## src/rtl/adc_frame_capture.sv

```systemverilog
// Multi-channel serial ADC frame capture. Drives the shared chip select, shifts
// N_CH serial lines in parallel on the falling edge of sclk, drops the pad bits,
// and hands each complete sample set to the consumer with valid/ready and a
// sticky overrun flag.
module adc_frame_capture #(
   parameter int unsigned N_CH       = 2,
   parameter int unsigned DATA_W     = 12,
   parameter int unsigned LEAD_BITS  = 4,
   parameter int unsigned TRAIL_BITS = 0,
   parameter int unsigned QUIET_CYC  = 2
) (
   input  logic                     sclk_i,
   input  logic                     reset_i,
   input  logic                     enable_i,
   input  logic                     single_i,
   input  logic                     start_i,
   input  logic                     clr_ovr_i,
   input  logic [N_CH-1:0]          sdata_i,
   output logic                     cs_n_o,
   output logic [N_CH*DATA_W-1:0]   data_o,
   output logic                     valid_o,
   input  logic                     ready_i,
   output logic                     overrun_o,
   output logic                     busy_o
);

   localparam int unsigned Frame   = LEAD_BITS + DATA_W + TRAIL_BITS;
   localparam int unsigned BitCntW = $clog2(Frame) + 1;
   localparam int unsigned QCntW   = $clog2(QUIET_CYC) + 1;

   localparam logic [1:0] StIdle  = 2'd0;
   localparam logic [1:0] StConv  = 2'd1;
   localparam logic [1:0] StQuiet = 2'd2;

   logic [1:0]                    state_q, state_d;
   logic                          cs_n_q, cs_n_d;
   logic [BitCntW-1:0]            bit_cnt_q, bit_cnt_d;
   logic [QCntW-1:0]              q_cnt_q, q_cnt_d;
   logic [N_CH-1:0][DATA_W-1:0]   sh_q, sh_d;
   logic [N_CH*DATA_W-1:0]        data_q, data_d;
   logic                          valid_q, valid_d;
   logic                          overrun_q, overrun_d;
   logic                          busy_q;
   logic                          in_data;
   logic                          frame_done;

   // Only the payload window of the frame feeds the shift registers.
   assign in_data = (32'(bit_cnt_q) >= LEAD_BITS) && (32'(bit_cnt_q) < LEAD_BITS + DATA_W);

   // Frame FSM, shift-in and output handshake next-state logic.
   always_comb begin
      state_d    = state_q;
      cs_n_d     = cs_n_q;
      bit_cnt_d  = bit_cnt_q;
      q_cnt_d    = q_cnt_q;
      sh_d       = sh_q;
      data_d     = data_q;
      valid_d    = valid_q;
      overrun_d  = overrun_q & ~clr_ovr_i;
      frame_done = 1'b0;

      if (valid_q && ready_i) begin
         valid_d = 1'b0;
      end

      case (state_q)
         StIdle: begin
            if (enable_i && (!single_i || start_i)) begin
               state_d   = StConv;
               cs_n_d    = 1'b0;
               bit_cnt_d = '0;
            end
         end
         StConv: begin
            if (in_data) begin
               for (int i = 0; i < int'(N_CH); i++) begin
                  sh_d[i] = {sh_q[i][DATA_W-2:0], sdata_i[i]};
               end
            end
            bit_cnt_d = bit_cnt_q + 1'b1;
            if (bit_cnt_q == BitCntW'(Frame - 1)) begin
               cs_n_d     = 1'b1;
               q_cnt_d    = '0;
               state_d    = StQuiet;
               frame_done = 1'b1;
            end
         end
         StQuiet: begin
            q_cnt_d = q_cnt_q + 1'b1;
            if (q_cnt_q == QCntW'(QUIET_CYC - 1)) begin
               if (enable_i && !single_i) begin
                  state_d   = StConv;
                  cs_n_d    = 1'b0;
                  bit_cnt_d = '0;
               end else begin
                  state_d = StIdle;
               end
            end
         end
         default: begin
            state_d = StIdle;
            cs_n_d  = 1'b1;
         end
      endcase

      // A finished frame lands only if the output slot is free or being freed now;
      // otherwise it is dropped and the sticky overrun wins over a clear.
      if (frame_done) begin
         if (!valid_q || ready_i) begin
            data_d  = sh_d;
            valid_d = 1'b1;
         end else begin
            overrun_d = 1'b1;
         end
      end
   end

   // State registers, updated on the falling edge of the serial clock.
   always_ff @(negedge sclk_i or posedge reset_i) begin
      if (reset_i) begin
         state_q   <= StIdle;
         cs_n_q    <= 1'b1;
         bit_cnt_q <= '0;
         q_cnt_q   <= '0;
         sh_q      <= '0;
         data_q    <= '0;
         valid_q   <= 1'b0;
         overrun_q <= 1'b0;
         busy_q    <= 1'b0;
      end else begin
         state_q   <= state_d;
         cs_n_q    <= cs_n_d;
         bit_cnt_q <= bit_cnt_d;
         q_cnt_q   <= q_cnt_d;
         sh_q      <= sh_d;
         data_q    <= data_d;
         valid_q   <= valid_d;
         overrun_q <= overrun_d;
         busy_q    <= (state_d != StIdle);
      end
   end

   assign cs_n_o    = cs_n_q;
   assign data_o    = data_q;
   assign valid_o   = valid_q;
   assign overrun_o = overrun_q;
   assign busy_o    = busy_q;

endmodule

```

## config.mk

```make
export PLATFORM = sky130hd
export DESIGN_NAME = adc_frame_capture
export DESIGN_NICKNAME = d
export VERILOG_FILES = /design/src/rtl/adc_frame_capture.sv
export SDC_FILE = /design/constraint.sdc
export NUM_CORES = 1
export LEC_CHECK = 0
export ABC_CLOCK_PERIOD_IN_PS = 2200
export BUFFER_PORTS_ARGS = -buffer_cell sky130_fd_sc_hd__clkbuf_2
export CORE_MARGIN = 3
export CORE_UTILIZATION = 40
export DETAILED_ROUTE_END_ITERATION = 10
export GPL_ROUTABILITY_DRIVEN = 0
export GPL_TIMING_DRIVEN = 0
export RECOVER_POWER = 50
export SETUP_SLACK_MARGIN = 0.1
export SLEW_MARGIN = 20
export SYNTH_ARGS = -nofsm -noshare
export SYNTH_HDL_FRONTEND = slang
export SYNTH_SLANG_ARGS = --single-unit
```

## constraint.sdc

```tcl
create_clock -name sclk_i -period 2.2 [get_ports sclk_i]
set_clock_uncertainty 0.1 [all_clocks]
set_input_delay 0.55 -clock sclk_i [delete_from_list [all_inputs] [get_ports sclk_i]]
set_output_delay 0.55 -clock sclk_i [all_outputs]
set_load 0.01 [all_outputs]
```

Word-level counts from Yosys, hierarchy flattened
Cells that the tools add are included.
- register bits after elaboration: 61
- input bits: 9
- output and inout port bits: 28
- word-level logic and storage cells: 65
- add/subtract/negate cells: 2
- $lt $le $gt $ge: 2
- eq/ne operators: 8
- mux-type cells: 25
- bitwise gates (word level): 2
- reductions and logical operators: 16
- operators by type and width (cell ; number):
    $mux W24 ; 2
    $mux W5 ; 3
    $pmux W5 S3 ; 1
    $mux W1 ; 12
    $mux W2 ; 4
    $ne A2 B2 Y1 const B ; 4
    $reduce_and A4 Y1 ; 2
    $pmux W2 S3 ; 1
    $add A5 B1 Y5 const B ; 1
    $eq A5 B4 Y1 const B ; 1
    $ge A5 B3 Y1 const B ; 1
    $lt A5 B5 Y1 const B ; 1
    $eq A2 B1 Y1 const B ; 2
    $logic_and A1 B1 Y1 ; 4
    $pmux W2 S2 ; 1
    $reduce_and A2 Y1 ; 2
    $reduce_bool A2 Y1 ; 2
    $pmux W1 S3 ; 1
    $reduce_bool A3 Y1 ; 1
    $add A2 B1 Y2 const B ; 1
    $eq A2 B2 Y1 const B ; 1
    $logic_not A1 Y1 ; 2
    $logic_not A2 Y1 ; 1
    $logic_or A1 B1 Y1 ; 2
    other kinds (2) ; 2

Logic depth before layout (Yosys ltp)
- depth after elaboration: 6
- gate-level depth with buffers: 7
- mapped depth without buffers: 6

==> run_results.csv <==
group,metric,value,unit
outcome,status,"finished with violations",
outcome,violations,"setup timing",
worst_setup_path,cp_slowest_stage_delay,0.53,ns
pwr,p_sw,2.242,mW
grt,grtUsageTotal,17.93,%
drt,vias,2077,
clocking,clock_latency,0.34,ns
final_layout,final_net_count,348,
final_layout,areaGrowthSynthToFinish,44.79,%
pwr,p_clk_share,18.0,%
floorplan,row_count,29,
drt,dr.pass1.iters,4,
clocking,clock_path_buffers,2,
clocking,clock-root-buffer,"clkbuf_8",
yosys,synthCells,251,
final_layout,fin_util,60.65,%
clocking,cts_made_buffers,9,
worst_setup_path,crit_buf_inv,1,
drt,drc,0,
pwr,p_leak,1.870,nW
final_layout,diodes,0,
yosys,async_flop_share,100.0,%
drt,drt_iter0_drc,89,
pwr,pwr_density_cell,1457,nW/um^2
timing,final-setup-viol-count,83,
timing,hold_violations,0,
floorplan,fp.dieW,88.01,um
timing,fin_ws,-0.5606,ns
clocking,clock-sinks,61,
worst_hold_path,min_path_type,"reg -> reg",
worst_setup_path,path_delay_family,"flip-flops",
drt,ant_nets,0,
job,cap_violations,0,
worst_setup_path,crit_fanout,2,
floorplan,start_util,41.89,%
worst_setup_path,critPathLaunchType,"flip-flop",
clocking,cts_tree,"done",
grt,grt_max_degree,27,
yosys,syn_nets,264,
drt,routedWlPerCell,14.96,um
clocking,htree_levels,3,
yosys,synth_edf_count,0,
grt,grt_pass1_vias,2128,
yosys,netlist_area,2690,um^2
timing,rsz0062_at_grt,"yes",
worst_setup_path,path_class,"reg -> out",
drt,totalWireLength,6237,um
worst_setup_path,worstPathCellList,"buf_6",
yosys,synth-warning-count,0,
final_layout,final_cells,417,
grt,grt_pass1_wl,10410,um
pwr,pwr-share-comb,46.6,%
yosys,ys_types,37,
timing,tightest_slew,0.6267,ns
worst_setup_path,worstPathArrival,2.11,ns
pwr,switching_share,39.49,%
floorplan,die_area,7745,um^2
place,portBuffers,36,
timing,slew_viol_final,0,
pwr,seqPwrFrac,35.4,%
yosys,synth.avg_cell_area,10.72,um^2
timing,slew_headroom,57.99,%
place,dp_hpwl,3489,um
yosys,seq_area_frac_synth,56.79,%
drt,viasPerCell,4.981,
place,placedCellCount,366,
worst_setup_path,cp.required,1.55,ns
yosys,synth_flop_cell,"dfrtn_1",
clocking,cts.clk_slew.worst_paths,0.05,ns
floorplan,io_pins,37,
worst_setup_path,slowest_stage,"dfstp_2",
floorplan,die_y,88.01,um
pwr,p_int,3.435,mW
final_layout,drive_above_1_share,47.65,%
grt,overflow,0,
yosys,ys_seq_elements,61,
floorplan,core,6422,um^2
worst_setup_path,end_kind,"output port",
worst_setup_path,r2r_slack,-0.01,ns
pwr,ir_drop,771.3,uV
grt,grt_antenna_before_repair,0,
timing,tns,-19.84,ns
## cell type report
| cell class | instances | area [um^2] |
|---|---|---|
| timing repair buffer | 73 | 621.8 |
| inverter | 8 | 31.28 |
| clock buffer | 9 | 123.9 |
| fill | 529 | 2527 |
| tap | 77 | 96.34 |
| multi-input combinational | 170 | 1299 |
| sequential | 61 | 1528 |
| clock inverter | 8 | 78.83 |
| buffer | 11 | 116.4 |
## cell families after synthesis
group                      count (synthesis)  share of synthesized area (%)
and+or+nand+nor                          124                          25.63
DFF                                       61                          56.79
AOI/OAI and AO/OA                         42                          10.74
buffers and inverters                     20                          4.977
adders and majority gates                  4                          1.861
## final timing paths
| check | cells past startpoint | endpoint | from |
|---|---|---|---|
| setup reg to reg | 8 | data_o[3]$_DFFE_NP0P_ | bit_cnt_q[0]$_DFFE_NP0P_ |
| hold / removal | 2 | sh_q[23]$_DFF_NP0_ | sh_q[23]$_DFF_NP0_ |
| setup / recovery | 1 | cs_n_o | cs_n_o$_DFFE_NP1P_ |
| max in group asynchronous | 4 | sh_q[15]$_DFF_NP0_ | reset_i |
| min in group asynchronous | 2 | data_o[0]$_DFFE_NP0P_ | reset_i |
| hold reg to reg | 2 | sh_q[23]$_DFF_NP0_ | sh_q[23]$_DFF_NP0_ |
## layout by cell type (no fill, tap or decap), drive strengths merged, types with 2 or more instances in the layout
master	instances
nand2	76
inv	9
nor3	2
a221oi	2
clkinvlp	4
nor2b	2
clkbuf	15
nand2b	5
clkinv	2
ha	4
o21ai	8
and3	2
dfrtn	60
buf	78
a31oi	24
nor2	31
## cell usage after synthesis (2+ instances only)
library cell,count,area (um^2)
ha_1,4,50.05
buf_2,6,30.03
dfrtn_1,60,1501
o21ai_1,2,10.01
buf_6,2,22.52
nor2_1,31,116.4
inv_1,9,33.78
nand2_4,19,214.0
nand2_1,56,210.2
nand2b_1,4,25.02
buf_12,2,40.04
o21ai_0,6,30.03
a31oi_1,24,150.1
a221oi_1,2,17.52
nor2b_1,2,12.51
## layer usage
metal  vias up  GRT usage (%)  routed length [um]  share of wire, %
met3         9          5.268                 229               3.7
met4         0          7.113                  90               1.4
met1      1013          21.23                2685                43
met2        35          30.55                3232                52
li1       1020              -                   -                 -
met5         -              0                   0                 0
## power groups by stage
stage / clock network (mW) / logic, mW / registers (mW)
2_1_floorplan: 0.00569 / 1.33 / 2.08
3_3_place_gp: 0.00569 / 1.94 / 2.00
3_5_place_dp: 0.00569 / 1.98 / 2.01
4_1_cts: 1.04 / 2.43 / 2.02
5_1_grt: 1.10 / 2.93 / 2.07
6_report: 1.02 / 2.65 / 2.01
## timing repair
| action | CTS | global route |
|---|---|---|
| resized for setup | 54 | 64 |
| pin swaps | 11 | 6 |
| hold buffers | 0 | 0 |
| cloned | 5 | 0 |
| buffers inserted | 22 | 12 |
| setup endpoints to repair | 60 | 60 |
## metrics by stage
stage	setup slack, ns	hold slack [ns]	power (mW)	area [um^2]
finish	-0.5606	0.3269	5.677	3895
global placement	-0.5981	0.3168	3.946	3017
CTS	-0.5922	0.3300	5.488	3792
floorplan	-0.3080	0.3072	3.419	2740
global route	-0.6046	0.3416	6.108	3895
detailed placement	-0.5328	0.3294	3.998	3064
## registers in the layout, indices dropped and copies added (netlist names)
name	flops
busy_o	1
bit_cnt_q	5
overrun_o	1
cs_n_o	1
data_o	24
state_q	2
valid_o	1
q_cnt_q	2
sh_q	24
Note: power is estimated with default switching activity, not from simulation.
